**config.mk**
```make
export PLATFORM = sky130hd
export DESIGN_NAME = time_counter
export DESIGN_NICKNAME = d
export VERILOG_FILES = /design/src/rtl/time_counter.sv
export SDC_FILE = /design/constraint.sdc
export NUM_CORES = 1
export LEC_CHECK = 0
export ABC_CLOCK_PERIOD_IN_PS = 1800
export CAP_MARGIN = 5
export CORE_ASPECT_RATIO = 1.5
export CORE_MARGIN = 10
export CORE_UTILIZATION = 33
export CTS_BUF_LIST = sky130_fd_sc_hd__clkbuf_16
export DETAILED_ROUTE_END_ITERATION = 8
export GPL_TIMING_DRIVEN = 0
export PLACE_DENSITY = 0.62
export SYNTH_ARGS = -nofsm -noshare
export SYNTH_HDL_FRONTEND = slang
export SYNTH_SLANG_ARGS = --single-unit
```
**constraint.sdc**
```tcl
create_clock -name ck -period 1.8 [get_ports ck]
set_clock_uncertainty 0.2 [all_clocks]
set_input_delay 0.27 -clock ck [delete_from_list [all_inputs] [get_ports ck]]
set_output_delay 0.27 -clock ck [all_outputs]
set_load 0.02 [all_outputs]
```
**src/rtl/time_counter.sv**
```systemverilog
// BCD hh:mm:ss time-of-day counter with 24h or 12h+pm mode, validated
// edge-triggered loads, and registered minute/hour/day rollover pulses.
module time_counter #(
    parameter bit MODE_24H = 1'b1
) (
    input  logic       ck,
    input  logic       reset,
    input  logic       sec_en,
    input  logic       set_req,
    input  logic [7:0] set_hh,
    input  logic [7:0] set_mm,
    input  logic [7:0] set_ss,
    input  logic       set_pm,
    output logic       set_ack,
    output logic       set_err,
    output logic [7:0] hh,
    output logic [7:0] mm,
    output logic [7:0] ss,
    output logic       pm,
    output logic       min_tick,
    output logic       hour_tick,
    output logic       day_tick
);

    localparam logic [7:0] HH_RESET = MODE_24H ? 8'h00 : 8'h12;

    logic [7:0] hh_q, hh_d;
    logic [7:0] mm_q, mm_d;
    logic [7:0] ss_q, ss_d;
    logic       pm_q, pm_d;
    logic       set_ack_q, set_ack_d;
    logic       set_err_q, set_err_d;
    logic       min_tick_q, min_tick_d;
    logic       hour_tick_q, hour_tick_d;
    logic       day_tick_q, day_tick_d;
    logic       req_prev_q, req_prev_d;

    logic req_edge;
    logic hours_ok;
    logic set_valid;

    function automatic logic digits_ok(input logic [7:0] v);
        return (v[7:4] <= 4'd9) && (v[3:0] <= 4'd9);
    endfunction

    // Increment a two-digit BCD value; callers handle the upper wrap.
    function automatic logic [7:0] bcd_inc(input logic [7:0] v);
        if (v[3:0] == 4'd9) begin
            return {v[7:4] + 4'd1, 4'h0};
        end
        return {v[7:4], v[3:0] + 4'd1};
    endfunction

    assign req_edge = set_req && !req_prev_q;

    always_comb begin
        if (MODE_24H) begin
            hours_ok = (set_hh <= 8'h23);
        end else begin
            hours_ok = (set_hh >= 8'h01) && (set_hh <= 8'h12);
        end
    end

    assign set_valid = digits_ok(set_hh) && digits_ok(set_mm) && digits_ok(set_ss)
                     && (set_ss <= 8'h59) && (set_mm <= 8'h59) && hours_ok;

    always_comb begin
        // NOTE: every signal gets a default before any branch, so no path can infer a latch.
        hh_d        = hh_q;
        mm_d        = mm_q;
        ss_d        = ss_q;
        pm_d        = pm_q;
        set_ack_d   = 1'b0;
        set_err_d   = 1'b0;
        min_tick_d  = 1'b0;
        hour_tick_d = 1'b0;
        day_tick_d  = 1'b0;
        req_prev_d  = set_req;

        if (req_edge && set_valid) begin
            // An accepted load takes priority and swallows any coincident tick.
            hh_d      = set_hh;
            mm_d      = set_mm;
            ss_d      = set_ss;
            pm_d      = MODE_24H ? 1'b0 : set_pm;
            set_ack_d = 1'b1;
        end else begin
            set_err_d = req_edge;
            if (sec_en) begin
                if (ss_q == 8'h59) begin
                    ss_d       = 8'h00;
                    min_tick_d = 1'b1;
                    if (mm_q == 8'h59) begin
                        mm_d        = 8'h00;
                        hour_tick_d = 1'b1;
                        if (MODE_24H) begin
                            if (hh_q == 8'h23) begin
                                hh_d       = 8'h00;
                                day_tick_d = 1'b1;
                            end else begin
                                hh_d = bcd_inc(hh_q);
                            end
                        end else if (hh_q == 8'h12) begin
                            hh_d = 8'h01;
                        end else if (hh_q == 8'h11) begin
                            // 11:59:59 pm -> 12:00:00 am is the day boundary.
                            hh_d       = 8'h12;
                            pm_d       = !pm_q;
                            day_tick_d = pm_q;
                        end else begin
                            hh_d = bcd_inc(hh_q);
                        end
                    end else begin
                        mm_d = bcd_inc(mm_q);
                    end
                end else begin
                    ss_d = bcd_inc(ss_q);
                end
            end
        end
    end

    always_ff @(posedge ck or posedge reset) begin
        if (reset) begin
            hh_q        <= HH_RESET;
            mm_q        <= 8'h00;
            ss_q        <= 8'h00;
            pm_q        <= 1'b0;
            set_ack_q   <= 1'b0;
            set_err_q   <= 1'b0;
            min_tick_q  <= 1'b0;
            hour_tick_q <= 1'b0;
            day_tick_q  <= 1'b0;
            // NOTE: reset to 1 so a set_req already high at release is not seen as a new edge.
            req_prev_q  <= 1'b1;
        end else begin
            hh_q        <= hh_d;
            mm_q        <= mm_d;
            ss_q        <= ss_d;
            pm_q        <= pm_d;
            set_ack_q   <= set_ack_d;
            set_err_q   <= set_err_d;
            min_tick_q  <= min_tick_d;
            hour_tick_q <= hour_tick_d;
            day_tick_q  <= day_tick_d;
            req_prev_q  <= req_prev_d;
        end
    end

    assign hh        = hh_q;
    assign mm        = mm_q;
    assign ss        = ss_q;
    assign pm        = pm_q;
    assign set_ack   = set_ack_q;
    assign set_err   = set_err_q;
    assign min_tick  = min_tick_q;
    assign hour_tick = hour_tick_q;
    assign day_tick  = day_tick_q;

endmodule

```
### Word-level counts from Yosys, hierarchy flattened

Index checks and enable logic that the tools add are counted.

* word-level logic and storage cells: 102
* register bits: 30
* input port bits: 29

* add/sub/neg operators: 6
* multiplexer cells: 47
* equal/unequal tests: 6
* order comparisons: 9
* reductions and logical operators: 22

Operators with widths (number)
* $mux W8: 18
* $mux W1: 29
* $add A4 B1 Y4 const B: 6
* $le A4 B4 Y1 const B: 6
* $eq A8 B7 Y1 const B: 2
* $le A8 B7 Y1 const B: 2
* $eq A4 B4 Y1 const B: 3
* $logic_and A1 B1 Y1: 10
* $reduce_bool A3 Y1: 3
* $eq A8 B6 Y1 const B: 1
* $le A8 B6 Y1 const B: 1
* $reduce_and A3 Y1: 2
* $reduce_bool A2 Y1: 3
* $reduce_and A2 Y1: 2
* $reduce_and A4 Y1: 1
* $logic_not A1 Y1: 1

### Logic depth before layout (Yosys ltp)

* depth in word-level cells: 15
* mapped depth: 7
* depth with buffers taken out: 6

### Worst setup path before layout

OpenSTA, ideal clock, no wires.

* kind: register -> register
* from: reg ss_q[0] (netlist: ss[0])
* to: reg hh_q[7] (netlist: hh[7])
* path buffers: 0
* clock period less this slack: 2.068 ns
* arrival time: 1.789 ns
* setup time: 0.079 ns
* required time: 1.521 ns
* cell stages (with the launch flop): 6
* path slack: -0.268 ns
* path through: dfrtp_1 > ha_1 > and4b_4 > nand4_4 > or4_1 > a21oi_1

* word-level cells in the longest chain between the ends: 3

RTL lines
* start, declared: line 29 `logic [7:0] ss_q, ss_d;`
* start signal, assigned: line 139 `ss_q <= ss_d;`
* $eq A8 B7 Y1: line 90 `if (ss_q == 8'h59) begin`
* $reduce_bool A2 Y1 (no line)
* $reduce_and A4 Y1 (no line)
* end signal, assigned: line 137 `hh_q <= hh_d;`
* end, declared: line 27 `logic [7:0] hh_q, hh_d;`

No other way between the ends.
A chain may end at the register's enable or synchronous reset.

### Final worst setup path

* from: reg ss_q[1] (netlist: ss[1])
* to: reg hh_q[0] (netlist: hh[0])

* word-level cells in the longest chain between the ends: 3

RTL lines (line)
* $eq A8 B7 Y1: 90
* $reduce_bool A2 Y1 (no line)
* $reduce_and A3 Y1 (no line)

No other way between the ends.

==> flow_summary.ini <==
[pwr]
p_clk_share_pct = 30.8
p_int_mw = 1.754
ir_drop_mv = 0.4293
powerDensity_nw_per_um2 = 821.0
pwr-share-seq_pct = 33.7
switching_share_pct = 33.21
power.switching_uw = 872.2
leakagePower_nw = 1.486
power_frac_comb_pct = 35.5

[floorplan]
io_pins = 59
core_um2 = 5743
dieArea_um2 = 9358
rows = 34
start_util_pct = 33.55
fp.dieW_um = 82.39
die_height_um = 113.6

[global_routing]
grt_overflow = 0
grt_pass1_vias = 2076
antenna_found_initial = 0
grt_usage_pct = 14.07
grt_max_degree = 31
grt_pass1_wl_um = 10320

[sta]
max_freq_ghz = 0.4999
relSlewSlack_pct = 63.01
setup_viol = 16
drv_slew = 0
timing.final.crit_share_pct = 111.1
timing.final.ws_setup_ps = -200.5
tightest_slew_ps = 554.8
final.min_clock_period_ps = 2001
hold_viol = 0
hold_ws_ps = 46.58
rsz0062_at_grt = true

[logic_synthesis]
async_flop_share_pct = 100.0
ys_seq_area_share_pct = 39.03
synth_area_um2 = 1927
synth_edf_count = 0
yosys_warnings = 0
ys_types = 47
synth_flop_cell = dfrtp_1
synth.net_count = 243
avgSynthCellArea_um2 = 9.539
ys_ff_latch = 30
synthCells = 202

[setup_path]
critPathSlowestCell = dfrtp_2
crit_end = hh[0]
critPathRequiredTime_ps = 1800
worstReg2RegEnd = hh[0]
end_kind = flop
max_stage_delay_ps = 400
path_max_fanout = 6
rr_worst_depth = 7
r2r_slack_ps = -200
start_kind = flop
critical_path_class = reg -> reg
rr_startpoint = ss[1]
crit_chain = inv_2 -> ha_4 -> and4b_4 -> nand4_4 -> buf_12 -> or3_1 -> a31oi_1
arrival_ps = 2000
setup.worst_path.start = ss[1]

[placed_design]
dp_hpwl_um = 4579
place.gp.congestion = 0.8550
post-place-cells = 329
io_buffers = 55

[final_layout]
diodes = 0
nets = 333
final_cell_mix = 29 x dlygate4sd2_1, 23 x buf_4, 19 x dfrtp_1, 18 x clkdlybuf4s50_1, 16 x nor3_1
instances_no_fill = 365
area_delta_synth_final_pct = 66.04
layout_commonest_cell = dlygate4sd2_1
fillerInstances = 536
utilization_pct = 55.71
drive_above_1_share_pct = 33.45

[clock_tree]
cts_buffers = 5
hold_buffers = 0
cts_htree_levels = 2
cts_tree = yes
path_clk_slew_ps = 50
cts_root_buffer = clkbuf_16
cts_buffer_depth = 2
clock_latency_ps = 280
cts.sink_count = 30

[route]
drt_iter0_drc = 100
via_per_inst = 5.422
firstDrtPassIters = 4
drtAntennaViolNets = 0
drc = 0
routed_wirelength_um = 6668
wl_per_cell_um = 18.27
vias = 1979

[run]
drv_cap = 0

[hold_path]
hold_path.class = in -> reg

[status]
outcome = finished with violations
violations = setup timing
[worst min-delay path by stage]
stage | from | end | slack [ps] | cells after the start
final | set_req | req_prev_q | 50 | 1
after detailed placement | hh[7] | hh[7] | 390 | 2
after floorplan | set_req | req_prev_q | 70 | 0
after CTS | set_req | req_prev_q | 40 | 1
after global placement | ss[7] | ss[7] | 360 | 2
after global routing | set_req | req_prev_q | 50 | 1
[cells in the mapped netlist, types with 2 or more instances]
cell type | n | area (um2)
nor2_1 | 6 | 22.52
nor3_1 | 17 | 85.08
clkbuf_1 | 4 | 15.01
nand4b_1 | 2 | 17.52
mux2i_1 | 5 | 50.05
nor4_1 | 4 | 25.02
or4_1 | 3 | 22.52
or3_1 | 8 | 50.05
a21oi_1 | 11 | 55.05
dfrtp_1 | 29 | 725.7
a31oi_1 | 12 | 75.07
nand2_1 | 9 | 33.78
nand3b_1 | 6 | 45.04
buf_6 | 2 | 22.52
inv_1 | 9 | 33.78
o21a_1 | 2 | 15.01
mux2_4 | 4 | 60.06
o31a_1 | 2 | 17.52
nand3_1 | 8 | 40.04
buf_4 | 2 | 15.01
or4b_1 | 2 | 20.02
ha_1 | 12 | 150.1
o21ai_0 | 14 | 70.07
o41ai_1 | 2 | 17.52
and3b_1 | 3 | 26.28
o31ai_1 | 3 | 22.52
[power by group through the flow]
stage | Clock, mW | Combinational (mW) | Sequential, mW
3_5_place_dp | 0 | 0.731 | 0.916
5_1_grt | 0.846 | 1.01 | 0.903
4_1_cts | 0.821 | 0.792 | 0.885
3_3_place_gp | 0 | 0.724 | 0.911
6_report | 0.810 | 0.932 | 0.885
2_1_floorplan | 0 | 0.329 | 0.983
[logic make-up after synthesis]
group	synth area share [%]
and+or+nand+nor	26.56
other	0.1946
muxes	5.715
buffers and inverters	4.934
adders and majority gates	7.792
DFF	39.03
AOI/OAI and AO/OA	15.78
[critical path, delay by kind of cell (launching register included)]
family / cells / cell delay, ps
DFF: 1 / 400
and+or+nand+nor: 3 / 750
AOI/OAI and AO/OA: 1 / 170
adders and majority gates: 1 / 150
buffers and inverters: 2 / 240
[area by class of cell]
cell class	instances	area, um2	area share [%]
Sequential cell	30	764.5	23.90
Tap cell	72	90.09	2.816
Buffer	9	87.58	2.738
Multi-Input combinational cell	153	1271	39.73
Clock inverter	3	12.51	0.3911
Timing Repair Buffer	83	809.5	25.30
Inverter	10	38.79	1.212
Clock buffer	5	125.1	3.911
[registers in the layout, indices dropped and copies added, names as in the netlist]
register and cells:
day_tick 1, hh 8, hour_tick 1, min_tick 1
mm 8, req_prev_q 1, set_ack 1, set_err 1
ss 8
[metrics by stage]
| stage | total power [mW] | area, um2 | TNS [ps] | setup slack (ps) |
|---|---|---|---|---|
| global placement | 1.634 | 2684 | -24690 | -801.3 |
| detailed placement | 1.647 | 2684 | -25190 | -798.0 |
| floorplan | 1.313 | 2043 | -850.7 | -134.0 |
| finish | 2.627 | 3199 | -1673 | -200.5 |
| CTS | 2.497 | 2997 | -1325 | -194.8 |
| global route | 2.760 | 3199 | -3504 | -287.3 |
[what timing repair did]
action,CTS,global route
gates cloned,0,1
resized for setup,48,25
pin swaps,18,29
setup endpoints to repair,42,28
setup buffers,18,8
hold endpoints to repair,0,0
[routing by layer]
metal  track usage (%)  wire, um
met1             16.39      2622
met2             23.84      3486
met3             2.520       413
met4             6.492       146
met5                 0         0
Power figures use the tool's default switching activity.
==> variant 1 (same settings) <==
Take the reset off `mm_q` and `ss_q` and load them in a clocked block of their own.
--- a/src/rtl/time_counter.sv
+++ b/src/rtl/time_counter.sv
@@ -125,4 +125,2 @@
             hh_q        <= HH_RESET;
-            mm_q        <= 8'h00;
-            ss_q        <= 8'h00;
             pm_q        <= 1'b0;
@@ -137,4 +135,2 @@
             hh_q        <= hh_d;
-            mm_q        <= mm_d;
-            ss_q        <= ss_d;
             pm_q        <= pm_d;
@@ -147,2 +143,7 @@
         end
+    end
+
+    always_ff @(posedge ck) begin
+        mm_q <= mm_d;
+        ss_q <= ss_d;
     end
Check against the original RTL: not equivalent (a bounded check fails within 4 cycles, from zero or initial values and one cycle with reset high).
==> variant 1 against the unedited design <==
- the run still ends with setup timing left
- non-clock buffer count down 2
- final area down 5.5%
- routed wire length down 18%
- sequential share of layout area up 3.6 points
- first-iteration DRC count down 21%
- final cell count down 8.5%
- synthesized area down 6.2%
- sequential cell count unchanged
- worst setup slack worse by 0.26 ns
- critical path type unchanged
Power is not compared: it rests on default switching activity, and its combinational part moved more than twofold at a synthesized area within 25%.
==> variant 1: results (changes against the unedited design) <==
metric,value,unit,change
setup_viol,20,,was 16
cp_data_arrival_time,2.25,ns,was 2.00 ns
drive_above_1_share,0.2970,,was 0.3345
grt_max_degree,15,,was 31
numPortBuffers,56,,was 55
antenna_found_initial,0,,unchanged
post-place-ws,-0.6888,ns,was -0.7980 ns
maxSlewViolCount,0,,unchanged
cts_made_buffers,5,,unchanged
crit_fanout,4,,was 6
cts.clk_slew.worst_paths,0.05,ns,about the same
insertion_delay,0.27,ns,
p_leak,1.382,nW,
gp_congestion,0.7505,,was 0.8550
synth_area_leaders,"edfxtp_1, dfrtp_1, ha_1",,"was dfrtp_1, ha_1, nor3_1"
p_switching,0.0004600,W,
hold_path_class,input port to flip-flop,,unchanged
grt_usage,0.1243,,was 0.1407
initialDrtViolationCount,79,,was 100
power.density,620.9,nW/um^2,
antenna_cells,0,,unchanged
grt_pass1_vias,1804,,was 2076
irDropWorstVdd,0.4588,mV,
synth_nets,216,,was 243
pg_clk,0.000773,W,
wirelength,5.461,mm,was 6.668 mm
status,"finished, violations left",,unchanged
grt_pass1_wl,8.901,mm,was 10.32 mm
cts_buffer_depth,2,,unchanged
m1WireLength,2.119,mm,was 2.622 mm
nFillCells,473,,was 536
route.met3.wl,383,um,was 413 um
setup_slack,-0.4625,ns,was -0.2005 ns
ys_types,42,,was 47
route.met2.wl,2.864,mm,was 3.486 mm
synth_edf_count,16,,was 0
violations,setup timing,,unchanged
tightest_slew,0.5392,ns,was 0.5548 ns
cts_root_buf,clkbuf_16,,unchanged
drt-pass1-iter-count,5,,was 4
seqPwrFrac,0.426,,
ys_async_sr_fraction,0.4667,,was 1.000
h-tree-depth,2,,unchanged
synth_commonest_cells,"edfxtp_1, dfrtp_1, ha_1, inv_1, nor2_1",,"was dfrtp_1, nor3_1, o21ai_0, a31oi_1, ha_1"
yosys_warnings,0,,unchanged
num_vias,1658,,was 1979
top_layer,met4,,unchanged
detailed_place_hpwl,3.838,mm,was 4.579 mm
nets,306,,was 333
ys_seq_area_frac,0.4605,,was 0.3903
## variant 1: cell types whose count changed after synthesis, moves of 5 or more
| cell | delta |
|---|---|
| dfrtp_1 | -16 |
| edfxtp_1 | +16 |
| mux2_2 | +8 |
| nor3_1 | -8 |
| a31oi_1 | -7 |
| xnor2_1 | +6 |
| a21oi_1 | -5 |
| o21ai_0 | -5 |
## variant 1: worst paths after layout
check | slack, ns | from | end | cells past startpoint
max | -0.46 | mm[1]$_DFFE_PP_ | hh[4]$_DFFE_PP0P_ | 7
min | 0.08 | set_req | req_prev_q$_DFF_PP1_ | 1
max reg2reg | -0.46 | mm[1]$_DFFE_PP_ | hh[4]$_DFFE_PP0P_ | 7
min reg2reg | 0.39 | hh[7]$_DFFE_PP0P_ | hh[7]$_DFFE_PP0P_ | 2
max in group asynchronous | 0.89 | reset | req_prev_q$_DFF_PP1_ | 2
min in group asynchronous | 0.14 | reset | hh[3]$_DFFE_PP0P_ | 2
## variant 1: cells by family after synthesis
group	share of synthesized area
and+or+nand+nor	0.2015
AOI/OAI and AO/OA	0.1157
DFF	0.4605
buffers and inverters	0.04224
adders and majority gates	0.08310
muxes	0.06094
xor gates and xnor gates	0.03393
other	0.002076
## variant 1: what timing repair did
action	in CTS	in global routing
setup buffers	19	7
resized for setup	67	18
setup endpoints to repair	54	47
pin swaps	13	4
hold buffers	0	0
cloned	3	0
## variant 1: worst max-delay path, stage by stage (launching register included)
cell,delay (ns)
edfxtp_1,0.41
inv_1,0.08
ha_2,0.19
nand3b_1,0.15
buf_6,0.16
or4_4,0.50
or3_1,0.32
a31oi_1,0.16
## variant 1: layer usage
metal  vias to the layer above  track usage
met5                         -            0
met4                         0      0.04577
met3                         7      0.03647
met2                        48       0.2091
met1                       783       0.1415
li1                        820            -
## variant 1: cell type report
| class | count | area (sq um) | area share |
|---|---|---|---|
| tap | 68 | 85.08 | 0.02815 |
| sequential | 30 | 832.0 | 0.2752 |
| clock inverter | 3 | 11.26 | 0.003725 |
| multi-input combinational | 127 | 1040 | 0.3440 |
| inverter | 11 | 42.54 | 0.01407 |
| buffer | 6 | 87.58 | 0.02897 |
| clock buffer | 5 | 125.1 | 0.04139 |
| timing repair buffer | 84 | 799.5 | 0.2645 |
## variant 1: per-stage QoR
step	util	setup TNS [ns]	cells	cell area [sq um]
2_1_floorplan	-	-5.086	175	1926
3_3_place_gp	0.4902	-24.01	299	2571
3_5_place_dp	0.4902	-24.03	299	2571
4_1_cts	0.5577	-4.231	327	2925
5_1_grt	0.5763	-6.141	334	3023
6_report	0.5763	-4.022	334	3023
==> variant 2 (config.mk and constraints unchanged) <==
Without the edit above. `MODE_24H`: 1'b1 -> 1'b0.
--- a/src/rtl/time_counter.sv
+++ b/src/rtl/time_counter.sv
@@ -3,3 +3,3 @@
 module time_counter #(
-    parameter bit MODE_24H = 1'b1
+    parameter bit MODE_24H = 1'b0
 ) (
Function: changed (a bounded check fails within 4 cycles, from zero or initial values and one cycle with reset high).
==> variant 2 against the unedited design <==
- the flow still finishes with violations (setup timing)
- synthesized area increased by 0.26%
- worst setup slack improved by 0.084 ns
- final area increased by 12%
- non-clock buffer count is 30 higher
- fmax rose by 4.4%
- total power decreased by 5.7%
- routed wire length grew 16%
- sequential cell count rose by 1
- die area grew 0.20%
==> variant 2: results (changes against the unedited design) <==
metric,value,unit,change
seq_share,0.2191,,was 0.2390
synth_area_leaders,"dfrtp_1, nor2_1, a21oi_1",,"was dfrtp_1, ha_1, nor3_1"
grt_pass1_vias,2295,,was 2076
post-place-ws,-0.6576,ns,was -0.7980 ns
seq_cells,31,,was 30
r2r-end,hh[4]$_DFFE_PP1P_,,was hh[0]$_DFFE_PP0P_
tns,-0.9598,ns,was -1.673 ns
multi_input_area_share,0.3967,,was 0.3973
violations,setup timing,,unchanged
setup_slack,-0.1161,ns,was -0.2005 ns
route.met3.wl,358,um,was 413 um
m1WireLength,2.790,mm,was 2.622 mm
irDropWorstVdd,0.5039,mV,was 0.4293 mV
reg2reg_from,mm[1]$_DFFE_PP0P_,,was ss[1]$_DFFE_PP0P_
crit_fanout,7,,was 6
synth_nets,261,,was 243
grt_usage,0.1512,,was 0.1407
ys_seq_area_frac,0.4035,,was 0.3903
final_common_cell,buf_4,,was dlygate4sd2_1
cp_data_arrival_time,1.92,ns,was 2.00 ns
grt_max_degree,32,,was 31
status,"finished, violations left",,unchanged
reg2reg_depth,9,,was 7
bufAreaShareNonClock,0.3093,,was 0.2804
synth_commonest_cells,"nor2_1, dfrtp_1, a21oi_1, o21ai_0, nand2_1",,"was dfrtp_1, nor3_1, o21ai_0, a31oi_1, ha_1"
gp_congestion,0.8030,,was 0.8550
grt_pass1_wl,11.19,mm,was 10.32 mm
min_to,ss[1]$_DFFE_PP0P_,,was req_prev_q$_DFF_PP1_
worstHoldPathCells,3,,was 1
multi_input_cells,171,,was 153
setup_viol,23,,was 16
route.met2.wl,4.356,mm,was 3.486 mm
nets,380,,was 333
n_all_buffers,122,,was 92
avgViaCountPerCell,5.449,,was 5.422
clkCellAreaFrac,0.03831,,was 0.04302
p_leak,1.692,nW,was 1.486 nW
==> variant 2: changes by cell type after synthesis, moves of 5 or more <==
cell	before	now
nor2_1	6	35
a21oi_1	11	26
a31oi_1	12	1
or3_1	8	0
nand3b_1	6	1
nor3_1	17	6
==> variant 2: where the power goes <==
part | leakage [nW] | switching [W] | internal (W)
registers | 0.394 | 0.000104 | 0.000774
clock network | 0.0724 | 0.000299 | 0.000499
logic | 1.23 | 0.000394 | 0.000408
total | 1.69 | 0.000796 | 0.00168
==> variant 2: critical path, delay by kind of cell, from the launching register on <==
kind / cells / cell delay, ns
AOI/OAI and AO/OA: 2 / 0.34
adders and majority gates: 1 / 0.12
buffers and inverters: 3 / 0.38
DFF: 1 / 0.41
muxes: 1 / 0.13
and+or+nand+nor: 2 / 0.26
==> variant 2: kinds of logic after synthesis <==
kind of cell | count (synthesis) | synth area share
adders and majority gates | 10 | 0.06477
AOI/OAI and AO/OA | 59 | 0.1775
muxes | 7 | 0.03627
xor gates and xnor gates | 4 | 0.01814
DFF | 31 | 0.4035
and+or+nand+nor | 91 | 0.2442
buffers and inverters | 20 | 0.05570
==> variant 2: worst max-delay path by stage <==
stage | endpoint | startpoint | cells after the start | slack (ns)
final | hh[4]$_DFFE_PP1P_ | mm[1]$_DFFE_PP0P_ | 9 | -0.12
after detailed placement | hh[3]$_DFFE_PP0P_ | set_ss[1] | 7 | -0.66
after global routing | day_tick$_DFF_PP0_ | hh[4]$_DFFE_PP1P_ | 5 | -0.17
after floorplan | hh[4]$_DFFE_PP1P_ | mm[1]$_DFFE_PP0P_ | 8 | -0.10
after global placement | hh[4]$_DFFE_PP1P_ | set_hh[1] | 7 | -0.68
after CTS | pm$_DFFE_PP0P_ | hh[4]$_DFFE_PP1P_ | 6 | -0.08
==> variant 2: metrics by stage <==
| stage | instance area (sq um) | instances | hold slack (ns) |
|---|---|---|---|
| after floorplan | 1987 | 222 | 0.07448 |
| after global placement | 2648 | 351 | 0.3594 |
| after detailed placement | 2648 | 351 | 0.3742 |
| after CTS | 3236 | 402 | 0.06043 |
| after global routing | 3592 | 414 | 0.06098 |
| final | 3592 | 414 | 0.04150 |
==> variant 2: metal layers <==
| layer | GRT usage | up-vias |
|---|---|---|
| met1 | 0.1484 | 1129 |
| li1 | - | 1032 |
| met2 | 0.2889 | 74 |
| met5 | 0 | - |
| met3 | 0.02835 | 21 |
| met4 | 0.06378 | 0 |
==> variant 2: what timing repair did <==
action | 4_1_cts | 5_1_grt
gates resized for setup | 119 | 79
gates cloned | 3 | 0
setup endpoints to repair | 48 | 34
pin swaps | 22 | 32
setup buffers | 41 | 17
